==> config.mk <==
export PLATFORM = sky130hd
export DESIGN_NAME = sidechan_ook_sched
export DESIGN_NICKNAME = d
export VERILOG_FILES = /design/src/rtl/sidechan_pkg.sv /design/src/rtl/sidechan_bit_timer.sv /design/src/rtl/sidechan_ook_sched.sv
export SDC_FILE = /design/constraint.sdc
export NUM_CORES = 1
export LEC_CHECK = 0
export ABC_AREA = 0
export CAP_MARGIN = 10
export CELL_PAD_IN_SITES_DETAIL_PLACEMENT = 1
export CELL_PAD_IN_SITES_GLOBAL_PLACEMENT = 1
export CORE_AREA = 2 2 70 72
export DETAILED_ROUTE_END_ITERATION = 8
export DIE_AREA = 0 0 72 74
export GPL_TIMING_DRIVEN = 0
export PLACE_DENSITY_LB_ADDON = 0.1
export SLEW_MARGIN = 20
export SYNTH_ARGS = -nofsm -noshare
export SYNTH_HDL_FRONTEND = slang
export SYNTH_HIERARCHICAL = 1
export SYNTH_SLANG_ARGS = --single-unit
==> constraint.sdc <==
create_clock -name main_clk -period 5.23 [get_ports main_clk]
set_clock_uncertainty 0.1 [all_clocks]
set_input_delay 1.046 -clock main_clk [delete_from_list [all_inputs] [get_ports main_clk]]
set_output_delay 1.046 -clock main_clk [all_outputs]
set_load 0.02 [all_outputs]
==> src/rtl/sidechan_pkg.sv <==
// rtl/sidechan_pkg.sv - shared FSM encoding and default preamble for the OOK side-channel scheduler
package sidechan_pkg;

    typedef enum logic [1:0] {
        ST_IDLE     = 2'd0,
        ST_PREAMBLE = 2'd1,
        ST_DATA     = 2'd2,
        ST_GUARD    = 2'd3
    } state_t;

    localparam logic [7:0] PREAMBLE_DEFAULT = 8'hAA;

endpackage

==> src/rtl/sidechan_bit_timer.sv <==
// rtl/sidechan_bit_timer.sv - free-running bit-period counter with clear, wrap pulse and half-period flag
module sidechan_bit_timer #(
    parameter int BIT_CYCLES = 4000000,
    parameter int CNT_W      = $clog2(BIT_CYCLES)
) (
    input  logic clk,
    input  logic rst,
    input  logic clear,
    output logic wrap,
    output logic half
);

    logic [CNT_W-1:0] cnt;

    assign wrap = (cnt == CNT_W'(BIT_CYCLES - 1));
    // Last cycle of the first half; a registered output updated here changes exactly at mid-bit.
    assign half = (cnt == CNT_W'(BIT_CYCLES / 2 - 1));

    always_ff @(posedge clk or posedge rst) begin
        if (rst) begin
            cnt <= '0;
        end else if (clear || wrap) begin
            cnt <= '0;
        end else begin
            cnt <= cnt + 1'b1;
        end
    end

endmodule

==> src/rtl/sidechan_ook_sched.sv <==
// rtl/sidechan_ook_sched.sv - OOK frame scheduler driving the shift-register aggressor toggle enable
// Optional Manchester line coding of preamble/data bits: SIDECHAN_MANCHESTER_EN
module sidechan_ook_sched
    import sidechan_pkg::*;
#(
    parameter int         BIT_CYCLES    = 4000000,
    parameter int         PREAMBLE_BITS = 8,
    parameter logic [7:0] PREAMBLE      = PREAMBLE_DEFAULT,
    parameter int         GUARD_BITS    = 4,
    parameter int         CNT_W         = $clog2(BIT_CYCLES)
) (
    input  logic       main_clk,
    input  logic       reset,
    input  logic       tx_valid,
    input  logic [7:0] tx_data,
    output logic       tx_ready,
    output logic       toggle_en,
    output logic       busy,
    output logic       bit_strobe
);

`ifdef SIDECHAN_MANCHESTER_EN
    localparam logic MANCH = 1'b1;
    if (BIT_CYCLES % 2 != 0) begin : g_odd_bit_cycles
        $error("BIT_CYCLES must be even when Manchester coding is enabled");
    end
`else
    localparam logic MANCH = 1'b0;
`endif

    state_t     state;
    logic [4:0] bit_idx;
    logic [7:0] shreg;
    logic       timer_clear;
    logic       timer_wrap;
    logic       timer_half;

    assign timer_clear = (state == ST_IDLE);

    sidechan_bit_timer #(
        .BIT_CYCLES (BIT_CYCLES),
        .CNT_W      (CNT_W)
    ) u_bit_timer (
        .clk   (main_clk),
        .rst   (reset),
        .clear (timer_clear),
        .wrap  (timer_wrap),
        .half  (timer_half)
    );

    function automatic logic pre_bit(input logic [4:0] idx);
        pre_bit = PREAMBLE[3'(PREAMBLE_BITS - 1 - int'(idx))];
    endfunction

    // Both line codes start a bit at its own value; Manchester simply inverts at mid-bit.
    always_ff @(posedge main_clk or posedge reset) begin
        if (reset) begin
            state      <= ST_IDLE;
            bit_idx    <= '0;
            shreg      <= '0;
            toggle_en  <= 1'b0;
            busy       <= 1'b0;
            bit_strobe <= 1'b0;
            tx_ready   <= 1'b0;
        end else begin
            bit_strobe <= 1'b0;
            case (state)
                ST_IDLE: begin
                    toggle_en <= 1'b0;
                    busy      <= 1'b0;
                    tx_ready  <= 1'b1;
                    if (tx_valid && tx_ready) begin
                        shreg      <= tx_data;
                        bit_idx    <= '0;
                        state      <= ST_PREAMBLE;
                        busy       <= 1'b1;
                        tx_ready   <= 1'b0;
                        bit_strobe <= 1'b1;
                        toggle_en  <= pre_bit(5'd0);
                    end
                end
                ST_PREAMBLE: begin
                    if (timer_wrap) begin
                        bit_strobe <= 1'b1;
                        if (bit_idx == 5'(PREAMBLE_BITS - 1)) begin
                            state     <= ST_DATA;
                            bit_idx   <= '0;
                            toggle_en <= shreg[7];
                        end else begin
                            bit_idx   <= bit_idx + 5'd1;
                            toggle_en <= pre_bit(bit_idx + 5'd1);
                        end
                    end else if (MANCH && timer_half) begin
                        toggle_en <= ~toggle_en;
                    end
                end
                ST_DATA: begin
                    if (timer_wrap) begin
                        bit_strobe <= 1'b1;
                        if (bit_idx == 5'd7) begin
                            state     <= ST_GUARD;
                            bit_idx   <= '0;
                            toggle_en <= 1'b0;
                        end else begin
                            bit_idx   <= bit_idx + 5'd1;
                            toggle_en <= shreg[~(bit_idx[2:0] + 3'd1)];
                        end
                    end else if (MANCH && timer_half) begin
                        toggle_en <= ~toggle_en;
                    end
                end
                ST_GUARD: begin
                    toggle_en <= 1'b0;
                    if (timer_wrap) begin
                        if (bit_idx == 5'(GUARD_BITS - 1)) begin
                            state    <= ST_IDLE;
                            bit_idx  <= '0;
                            busy     <= 1'b0;
                            tx_ready <= 1'b1;
                        end else begin
                            bit_strobe <= 1'b1;
                            bit_idx    <= bit_idx + 5'd1;
                        end
                    end
                end
                default: state <= ST_IDLE;
            endcase
        end
    end

endmodule

-- After elaboration in Yosys (flattened, before gate mapping)
Memories as Yosys holds them, arrays and structs flattened.
Index checks and enable logic that the tools add are counted.
- add/sub/neg operators: 4
- $mul: 0
- divide/modulo/power cells: 0
- $lt $le $gt $ge: 2
- eq/ne operators: 14
- shift operators: 0
- mux-type cells: 37
- bitwise operators: 1
- reduce and logical (&&, ||, !) cells: 10
- operator list (operator ; count):
    $mux W5 ; 5
    $add A22 B1 Y22 const B ; 1
    $eq A22 B22 Y1 const B ; 1
    $mux W22 ; 1
    $mux W1 ; 17
    $pmux W5 S3 ; 1
    $mux W2 ; 7
    $ne A2 B1 Y1 const B ; 4
    $ne A2 B2 Y1 const B ; 4
    $pmux W2 S4 ; 1
    $reduce_and A7 Y1 ; 1
    $reduce_and A3 Y1 ; 2
    $add A5 B1 Y5 const B ; 1
    $eq A5 B2 Y1 const B ; 1
    $eq A5 B3 Y1 const B ; 1
    $lt A3 B5 Y1 const B ; 1
    $eq A2 B2 Y1 const B ; 2
    $lt A3 B4 Y1 const B ; 1
    $pmux W1 S2 ; 2
    $pmux W1 S4 ; 1
    $reduce_and A2 Y1 ; 2
    $add A3 B1 Y3 const B ; 1
    $bmux W1 S3 ; 1
    $not A3 Y3 ; 1
    other kinds (8) ; 8
- flip-flop bits (word level): 41
- latch bits: 0
- bits in writable memories: 0
- memory bits (read-only): 8
- input bits: 11
- output and inout port bits: 4
- logic and storage cells: 77
- memories: 1
- memories (memory ; words ; width ; read ports ; clocked after memory_dff ; wr ports ; RTL line ; text):
    (no name shown) ; 8 ; 1 ; 1 ; 0 ; 0 ; sidechan_ook_sched.sv:52 ; pre_bit = PREAMBLE[3'(PREAMBLE_BITS - 1 - int'(idx))];

-- Longest topological paths before layout
Gate-level depths: netlist of the first run.
- word-level depth: 8
- mapped depth: 9
- gate-level depth less buffers: 8

-- By module
The synthesis of the first run kept the hierarchy.
- by module, submodules not included (module ; times used ; cells an instance ; area each (µm²) ; seq. area each (µm²)):
    sidechan_bit_timer ; 1 ; 124 ; 1157.4 ; 550.5
    sidechan_ook_sched ; 1 ; 92 ; 1037.2 ; 475.5

-- Worst setup path after synthesis of the first run
OpenSTA, ideal clock, no wires.
- kind: register -> register
- start point: register u_bit_timer.cnt[0]
- end point: register state[1]
- arrival: 2343 ps
- data required time: 5005 ps
- setup slack: 2662 ps
- cell stages (with the launch flop): 10
- cells stage by stage: dfrtp_1 > ha_1 > nand4_1 > or2_1 > clkbuf_1 > nor3_1 > nand4bb_1 > o31ai_1 > o2111a_1 > mux2_2
- word-level cells in the longest chain between the ends: 3
- elaborated cells between the ends (all ways): 5
- those cells by class: eq/ne (4); reduce/logical (1)
- RTL lines (item ; RTL line ; text):
    from (decl) ; sidechan_bit_timer.sv:13 ; logic [CNT_W-1:0] cnt;
    from (signal assigned) ; sidechan_bit_timer.sv:25 ; cnt <= cnt + 1'b1;
    $eq A22 B22 Y1 * ; sidechan_bit_timer.sv:15 ; assign wrap = (cnt == CNT_W'(BIT_CYCLES - 1));
    via timer_wrap ; sidechan_ook_sched.sv:35 ; logic timer_wrap;
    $ne A2 B1 Y1 (no source line) ; -- ;
    $reduce_and A7 Y1 (no source line) * ; -- ;
    to (signal assigned) ; sidechan_ook_sched.sv:58 ; state <= ST_IDLE;
    to (signal assigned) ; sidechan_ook_sched.sv:75 ; state <= ST_PREAMBLE;
    to (signal assigned) ; sidechan_ook_sched.sv:86 ; state <= ST_DATA;
    to (decl) ; sidechan_ook_sched.sv:31 ; state_t state;
Mark *: on every way through the listed nets, which the timed path passes. The rest lies on a longest branch.
A chain may end at the register's enable or synchronous reset.

-- Final worst setup path of the first run
- start point: register u_bit_timer.cnt[0]
- end point: register bit_idx[3]
- word-level cells in the longest chain between the ends: 3
- elaborated cells between the ends (all ways): 4
- those cells by class: eq/ne (3); reduce/logical (1)
- RTL lines (item ; RTL line ; text):
    $eq A22 B22 Y1 * ; sidechan_bit_timer.sv:15 ;
    via timer_wrap ; sidechan_ook_sched.sv:35 ;
    $ne A2 B1 Y1 (no source line) ; -- ;
    $reduce_and A3 Y1 (no source line) * ; -- ;
    to (signal assigned) ; sidechan_ook_sched.sv:90 ; bit_idx <= bit_idx + 5'd1;
    to (signal assigned) ; sidechan_ook_sched.sv:105 ; bit_idx <= bit_idx + 5'd1;
    to (signal assigned) ; sidechan_ook_sched.sv:122 ; bit_idx <= bit_idx + 5'd1;
    to (decl) ; sidechan_ook_sched.sv:32 ; logic [4:0] bit_idx;
Marks and branches as above.

==> run metrics, run 1 <==
Slew Viols, Final 0; Initial Util 0.472; vias in the first global route ~1800; Min Hold Slack 385 ps; detailed placement HPWL between 3000 and 4000 µm; clk_lat worst skew approximately 300 ps; CP endpoint kind flip-flop; Final Hold Viols 0; DRT Pass-1 Iters 4; Setup crit end bit_idx[3]$_DFFE_PP0P_; crit path max fanout 7; Worst VDD drop around 0.00021 V; hold_sp u_bit_timer/cnt[0]$_DFF_PP0_; cell area power density approximately 430 nW/µm²; # IOs 15; endpoints failing setup 0; Synth Net Count about 230; Worst-Margin Slew just under 900 ps; Final period util 0.599; die height 74 µm; unrepaired setup endpoints after global routing no; status complete, no violations; post-CTS setup buffer count 0; Die ar. 5330 µm²; gp weighted congestion about 0.8; cts hold-fix bufs 0; Via density ~5.9; Area after DPL ~2400 µm²; Max Clock Freq around 0.32 GHz; Port-buffer cells 14; MaxCap Viol Count 0; critical path arrival ~3300 ps; Antenna diodes 0; first-pass GRT wire length ~8600 µm; largest net degree at the start of global routing 23; warnings from Yosys 6; setup_tns 0 ps; WP data required ~5400 ps; Tmin final about 3100 ps; RR Endpoint bit_idx[3]$_DFFE_PP0P_; RR Startpoint u_bit_timer/cnt[0]$_DFF_PP0_; Pwr Total 0.00107 W; reg2reg setup slack about 2100 ps; Starting DRT DRC Count 82; fin area between 2000 and 2500 µm²; routed wire length around 5100 µm; CTS max path bufs 2; Pleak ~1 nW; # rows 25; initial antenna violation count 0; GRT Overall Usage 0.207; Register-to-Register Path Depth 8; clock sink count 41; Resize count post-CTS 0; Syn Area/Cell just over 10 µm²; vias after detailed routing between 1500 and 2000; mean routed wirelength per cell 17.7 µm; Worst setup SP type flip-flop; Syn Std Cell Area 2170 µm²; DRC Markers 0; Die X between 70 and 80 µm; H-tree Lvls 2; Slew headroom 0.420; Clock transition at path regs ~80 ps; worst setup path startpoint u_bit_timer/cnt[0]$_DFF_PP0_; post-route ant nets 0; min-delay worst type flip-flop to flip-flop; Area Overhead vs Synth 15.1%; root buffer cell clkbuf_8; TritonCTS clock tree done; share of cells above drive strength 1 0.0983; NumNets Final between 200 and 300; CP Class flip-flop to flip-flop; Cells after Synth about 210; GRT Residual Overflow 0; CORE AREA roughly 4600 µm²; CTS buffer count 5
[routing by layer]
layer / GRT usage / vias to the layer above / routed length, µm
li1: - / 811 / -
met1: 0.286 / 849 / 2430
met2: 0.338 / 24 / 2480
met3: 0.0325 / 7 / 125
met4: 0.0671 / 0 / 60
met5: 0 / - / 0
[through the flow]
| stage | cells | setup slack [ps] | utilization |
|---|---|---|---|
| 6_report | 288 | 2100 | 0.544 |
| 5_1_grt | 288 | 1750 | 0.544 |
| 4_1_cts | 288 | 2060 | 0.544 |
| 3_5_place_dp | 280 | 2100 | 0.518 |
| 3_3_place_gp | 280 | 2230 | 0.518 |
| 2_1_floorplan | 212 | 2660 | - |
[final cells by class]
cell class,count,area [µm²]
multi-input cells,155,1080
plain buffers,7,31.3
clock inverters,2,37.5
well taps,54,67.6
clock buffers,6,82.6
flip-flops and latches,41,1030
fillers,510,2100
inverters,9,33.8
repair buffers,14,140
[sequential cells by signal, summed over array words and instances (netlist names)]
signal / cells
u_bit_timer/cnt: 22
shreg: 8
bit_idx: 5
state: 2
bit_strobe: 1
busy: 1
toggle_en: 1
tx_ready: 1
[worst max-delay path, stage by stage (launching register included)]
cell      delay, ps
dfrtp_1         390
ha_1            250
nand4_1         240
or2_1           270
clkbuf_1        200
nor3_1          550
nor3b_1         690
nand2_1         170
o21ai_0         210
[cell usage in the layout (no fill, tap or decap), types with 7 or more instances in the layout]
| master | count |
|---|---|
| nor2_1 | 23 |
| nand3_1 | 14 |
| o31ai_1 | 7 |
| nand4_1 | 7 |
| dfrtp_1 | 41 |
| mux2_2 | 9 |
| nand2_1 | 12 |
| inv_1 | 9 |
| clkdlybuf4s50_1 | 14 |
| xnor2_1 | 10 |
| o21ai_0 | 11 |
[worst min path at each step]
stage	slack [ps]	to	cells past startpoint
2_1_floorplan	350	u_bit_timer/cnt[0]$_DFF_PP0_	1
3_3_place_gp	370	u_bit_timer/cnt[0]$_DFF_PP0_	1
3_5_place_dp	380	u_bit_timer/cnt[0]$_DFF_PP0_	1
4_1_cts	390	u_bit_timer/cnt[0]$_DFF_PP0_	1
5_1_grt	420	shreg[4]$_DFFE_PP0P_	1
6_report	380	u_bit_timer/cnt[0]$_DFF_PP0_	1
[report_power, final]
part	total [W]	leakage, nW	internal [W]	switching (W)
Sequential	0.000430	0.543	0.000381	0.0000489
Combinational	0.000373	0.418	0.000170	0.000204
Clock	0.000271	0.0574	0.000155	0.000115
Power figures use the tool's default switching activity.
==> run 2: changes to the inputs <==
--- a/config.mk
+++ b/config.mk
@@ -9,9 +9,9 @@
 export CAP_MARGIN = 10
 export CELL_PAD_IN_SITES_DETAIL_PLACEMENT = 1
 export CELL_PAD_IN_SITES_GLOBAL_PLACEMENT = 1
-export CORE_AREA = 2 2 70 72
+export CORE_AREA = 2 2 77 79
 export DETAILED_ROUTE_END_ITERATION = 8
-export DIE_AREA = 0 0 72 74
+export DIE_AREA = 0 0 79 81
 export GPL_TIMING_DRIVEN = 0
 export PLACE_DENSITY_LB_ADDON = 0.1
 export SLEW_MARGIN = 20
==> constraint.sdc (replaced) <==
create_clock -name main_clk -period 2.8 [get_ports main_clk]
set_clock_uncertainty 0.1 [all_clocks]
set_input_delay 0.56 -clock main_clk [delete_from_list [all_inputs] [get_ports main_clk]]
set_output_delay 0.56 -clock main_clk [all_outputs]
set_load 0.02 [all_outputs]
==> run 2 against run 1 <==
  * Worst hold slack improved by 4.3 ps
  * Clock-buffer cell count fell by 1
  * Sequential power up 85%
  * Utilization down 8.8 points
  * Clock power up 110%
  * Combinational power increased by 89%
  * Routed wire length is essentially flat
  * First-iteration DRC count is 32% lower
  * Critical path depth stayed put
  * Sequential share of layout area is 1.4 points lower
==> run metrics, run 2 (synthesis gave the netlist of run 1 again) <==
status complete, no violations; die height around 81 µm; commonest non-fill, non-tap cell in the layout dfrtp_1; min-delay worst type flip-flop to flip-flop; DRC Markers 0; share of cells above drive strength 1 0.127; CP endpoint kind flip-flop; Worst VDD drop approximately 0.00031 V; Tmin final 2610 ps; root buffer cell clkbuf_8; Reg with most FFs u_bit_timer/cnt; first-pass GRT wire length between 8000 and 9000 µm; WP data required between 2000 and 3000 ps; critical path arrival 2700 ps; clock sink count between 40 and 50; H-tree Lvls 2; RR Startpoint u_bit_timer/cnt[0]$_DFF_PP0_; unrepaired setup endpoints after global routing no; placed insts roughly 300; reg2reg setup slack just under 200 ps; commonest non-fill, non-tap cells in the layout 41 x dfrtp_1, 23 x nor2_1, 14 x nand3_1, 14 x clkdlybuf4s50_1, 12 x nand2_1; setup_tns 0 ps; Setup WS pre-CTS -270 ps; TritonCTS clock tree done; Port-buffer cells 14; mean routed wirelength per cell between 15 and 20 µm; RR Endpoint state[1]$_DFFE_PP0P_; Starting DRT DRC Count 56; Slew headroom 0.423; CORE AREA between 5000 and 6000 µm²; routed wire length approximately 5100 µm; cell area power density around 800 nW/µm²; Final WS setup between 150 and 200 ps; Final period util 0.931; Slew Viols, Final 0; # IOs 15; clk_lat worst skew around 300 ps; Die X between 70 and 80 µm; final non-filler cell total around 310; Largest regs u_bit_timer/cnt (22), shreg (8), bit_idx (5); CTS max path bufs 2; cts hold-fix bufs 0; GRT Residual Overflow 0; Initial Util 0.383; fill count 660; Via density 5.44; MaxCap Viol Count 0; CP Class flip-flop to flip-flop; Final Hold Viols 0; Clock transition at path regs ~90 ps; vias after detailed routing ~1700; DRT Pass-1 Iters 4; # rows 28; CTS buffer count 5; hold depth 1; vias in the first global route between 1500 and 2000; Area Overhead vs Synth 19.0%; Pleak roughly 1.1 nW; Max Clock Freq between 0.3 and 0.4 GHz; Worst-Margin Slew 864 ps; number of flip-flops in the largest register 22; gp weighted congestion 0.773; GRT Overall Usage 0.173; endpoints failing setup 0; crit path max fanout 7; detailed placement HPWL between 3000 and 4000 µm; initial antenna violation count 0; largest net degree at the start of global routing 23; hold path endpoint u_bit_timer/cnt[0]$_DFF_PP0_; hold_sp u_bit_timer/cnt[0]$_DFF_PP0_; Die ar. 6400 µm²; NumNets Final roughly 250; Antenna diodes 0; post-route ant nets 0; Worst setup SP type flip-flop; Register-to-Register Path Depth 8
run 2: cell types whose count changed in the layout (fill, tap and decap cells not counted), sizes merged:
| cell | change |
|---|---|
| bufinv | +1 |
| clkbuf | -2 |
| buf | +4 |
| clkinvlp | -1 |
| clkinv | +1 |
run 2: power breakdown:
group	switching [W]	internal (W)
clock	0.000220	0.000354
combinational	0.000387	0.000319
sequential	0.0000839	0.000712
run 2: layout make-up:
| cell class | count | area, µm² | area share |
|---|---|---|---|
| inverter | 9 | 33.8 | 0.0131 |
| tap | 75 | 93.8 | 0.0363 |
| buffer | 6 | 27.5 | 0.0106 |
| timing repair buffer | 18 | 170 | 0.0658 |
| multi-input combinational | 155 | 1100 | 0.425 |
| clock buffer | 5 | 68.8 | 0.0266 |
| sequential | 41 | 1030 | 0.397 |
| clock inverter | 3 | 65.1 | 0.0252 |
run 2: through the flow:
| stage | hold slack, ps | power, W | cell area [µm²] | util |
|---|---|---|---|---|
| after global routing | 415 | 0.00223 | 2580 | 0.455 |
| after floorplan | 347 | 0.00129 | 2170 | - |
| after global placement | 373 | 0.00148 | 2410 | 0.424 |
| final | 389 | 0.00208 | 2580 | 0.455 |
| after detailed placement | 381 | 0.00151 | 2410 | 0.424 |
| after CTS | 393 | 0.00210 | 2560 | 0.450 |
run 2: what timing repair did:
action,in CTS,in global routing
setup endpoints to repair,10,4
cloned,0,0
resized for setup,3,1
pin swaps,1,2
buffers inserted,0,4
run 2: how the worst max path moves through the flow:
stage,startpoint,end,slack [ps],cells after the start
after floorplan,u_bit_timer/cnt[0]$_DFF_PP0_,state[1]$_DFFE_PP0P_,230,9
after global placement,u_bit_timer/cnt[0]$_DFF_PP0_,state[1]$_DFFE_PP0P_,-230,9
after detailed placement,u_bit_timer/cnt[0]$_DFF_PP0_,bit_idx[3]$_DFFE_PP0P_,-270,8
after CTS,u_bit_timer/cnt[0]$_DFF_PP0_,state[1]$_DFFE_PP0P_,20,9
after global routing,u_bit_timer/cnt[0]$_DFF_PP0_,state[1]$_DFFE_PP0P_,30,8
final,u_bit_timer/cnt[0]$_DFF_PP0_,state[1]$_DFFE_PP0P_,190,8
run 2: critical path, cell delays in order (launching register included):
cell and delay [ps]:
dfrtp_1 390, ha_2 240, nand4_1 200, or2_1 410, nor3_4 270, nand4bb_1 190
o31ai_1 100, o2111a_1 260, mux2_2 340
run 2: per-layer routing:
| layer | vias up | GRT usage | wire length [µm] |
|---|---|---|---|
| li1 | 818 | - | - |
| met1 | 852 | 0.240 | 2560 |
| met2 | 21 | 0.281 | 2370 |
| met3 | 5 | 0.0311 | 108 |
| met4 | 0 | 0.0466 | 58 |
| met5 | - | 0 | 0 |
==> run 3: changes to the inputs <==
--- a/config.mk
+++ b/config.mk
@@ -9,11 +9,10 @@
 export CAP_MARGIN = 10
 export CELL_PAD_IN_SITES_DETAIL_PLACEMENT = 1
 export CELL_PAD_IN_SITES_GLOBAL_PLACEMENT = 1
-export CORE_AREA = 2 2 77 79
+export CORE_AREA = 2 2 70 72
 export DETAILED_ROUTE_END_ITERATION = 8
-export DIE_AREA = 0 0 79 81
-export GPL_TIMING_DRIVEN = 0
-export PLACE_DENSITY_LB_ADDON = 0.1
+export DIE_AREA = 0 0 72 74
+export PLACE_DENSITY = 0.93
 export SLEW_MARGIN = 20
 export SYNTH_ARGS = -nofsm -noshare
 export SYNTH_HDL_FRONTEND = slang
==> constraint.sdc (replaced) <==
create_clock -name main_clk -period 3.2 [get_ports main_clk]
set_clock_uncertainty 0.1 [all_clocks]
set_input_delay 0.64 -clock main_clk [delete_from_list [all_inputs] [get_ports main_clk]]
set_output_delay 0.64 -clock main_clk [all_outputs]
set_load 0.02 [all_outputs]
==> run 3 against run 2 <==
  * Non-clock buffer count fell by 8
  * Clock-buffer cell count rose by 1
  * Sequential power fell by 11%
  * Sequential cell count did not move
  * Largest power group unchanged
==> run metrics, run 3 (synthesis gave the netlist of run 1 again) <==
critical path depth in cells 8; Slew headroom 0.420; Pleak about 1.0 nW; clk_lat worst skew about 300 ps; Final Hold Viols 0; TritonCTS clock tree done; die height around 74 µm; status complete, no violations; Final period util 0.865; Pwr Total about 0.0017 W; final core occ 0.535; Port-buffer cells 14; Setup crit end bit_idx[3]$_DFFE_PP0P_; Starting DRT DRC Count 62; routed wire length between 5000 and 6000 µm; CTS max path bufs 2; MaxCap Viol Count 0; GRT Overall Usage 0.238; RR Startpoint u_bit_timer/cnt[0]$_DFF_PP0_; Tmin final approximately 2800 ps; worst setup path startpoint u_bit_timer/cnt[0]$_DFF_PP0_; met2 WL around 3100 µm; Crit-path slowest cell nor3b_1; Area Overhead vs Synth 13.2%; WL met3 around 160 µm; Worst setup SP type flip-flop; Via density approximately 6.1; cell family contributing the most delay on the critical path simple AND/OR/NAND/NOR gates; Worst-Margin Slew 869 ps; Buf/Inv on CP 1; vias after detailed routing ~1700; Die ar. between 5000 and 6000 µm²; DRC Markers 0; crit path max fanout 7; initial antenna violation count 0; post-route ant nets 0; GRT Residual Overflow 0; Resize count post-CTS 0; Register-to-Register Path Depth 8; met1 WL ~2200 µm; critical path arrival around 2900 ps; vias in the first global route roughly 1900; Largest regs u_bit_timer/cnt (22), shreg (8), bit_idx (5); WP data required 3320 ps; CP Class flip-flop to flip-flop; NumNets Final ~250; CTS buffer count 5; unrepaired setup endpoints after global routing no; final non-filler cell total roughly 280; number of flip-flops in the largest register 22; CP endpoint kind flip-flop; fill count ~520; CP cell instances ha_1 -> nand4_1 -> or2_1 -> nor3_1 -> buf_4 -> nor3b_1 -> nand2_1 -> o21ai_0; mean routed wirelength per cell a little over 20 µm; setup_tns 0 ps; cell area power density just under 700 nW/µm²; root buffer cell clkbuf_8; post-CTS setup buffer count 0; Worst VDD drop roughly 0.00034 V; gp weighted congestion between 0.8 and 0.9; DRT Pass-1 Iters 4; H-tree Lvls 2; endpoints failing setup 0; Antenna diodes 0; share of cells above drive strength 1 0.0921; Die X between 70 and 80 µm; Clock transition at path regs ~80 ps; # rows 25; detailed placement HPWL ~4000 µm; Max Clock Freq approximately 0.36 GHz; reg2reg setup slack between 400 and 500 ps; Reg with most FFs u_bit_timer/cnt; Initial Util 0.472; first-pass GRT wire length 9330 µm; clock sink count 41; Worst path max stage delay about 570 ps; min-delay worst type flip-flop to flip-flop; CORE AREA 4600 µm²; largest net degree at the start of global routing 23; RR Endpoint bit_idx[3]$_DFFE_PP0P_; Slew Viols, Final 0; commonest non-fill, non-tap cells in the layout 41 x dfrtp_1, 23 x nor2_1, 14 x nand3_1, 14 x clkdlybuf4s50_1, 12 x nand2_1; cts hold-fix bufs 0; Max Used Layer met4; # IOs 15; commonest non-fill, non-tap cell in the layout dfrtp_1; placed insts around 280
## run 3: per-stage QoR
stage | area [µm²] | hold WS [ps] | setup slack (ps)
after global placement | 2370 | 358 | 676
final | 2460 | 390 | 431
after floorplan | 2170 | 347 | 633
after global routing | 2460 | 425 | 212
after CTS | 2460 | 390 | 433
after detailed placement | 2370 | 379 | 480
## run 3: layout make-up
class,instances,area (µm²),share of cell area
tap,54,67.6,0.0275
timing repair buffer,16,155,0.0631
sequential,41,1030,0.417
clock inverter,1,7.51,0.00305
multi-input combinational,155,1090,0.442
inverter,9,33.8,0.0137
clock buffer,6,82.6,0.0336
## run 3: routing by layer
layer | vias up | GRT usage
met2 | 42 | 0.430
met4 | 0 | 0.126
met1 | 863 | 0.265
met3 | 14 | 0.0515
li1 | 803 | -
met5 | - | 0
## run 3: worst min path at each step
stage / startpoint / to / slack, ps / cells past startpoint
after global routing: u_bit_timer/cnt[0]$_DFF_PP0_ / u_bit_timer/cnt[0]$_DFF_PP0_ / 420 / 1
final: u_bit_timer/cnt[0]$_DFF_PP0_ / u_bit_timer/cnt[0]$_DFF_PP0_ / 390 / 1
after global placement: u_bit_timer/cnt[0]$_DFF_PP0_ / u_bit_timer/cnt[0]$_DFF_PP0_ / 360 / 1
after floorplan: u_bit_timer/cnt[0]$_DFF_PP0_ / u_bit_timer/cnt[0]$_DFF_PP0_ / 350 / 1
after detailed placement: u_bit_timer/cnt[0]$_DFF_PP0_ / u_bit_timer/cnt[0]$_DFF_PP0_ / 380 / 1
after CTS: u_bit_timer/cnt[0]$_DFF_PP0_ / u_bit_timer/cnt[0]$_DFF_PP0_ / 390 / 1
## run 3: report_power, final
| group | internal, W | switching [W] | leakage, nW |
|---|---|---|---|
| clock network | 0.000170 | 0.000182 | 0.0433 |
| registers | 0.000623 | 0.0000845 | 0.543 |
| logic | 0.000278 | 0.000360 | 0.411 |
| total | 0.00107 | 0.000626 | 0.998 |
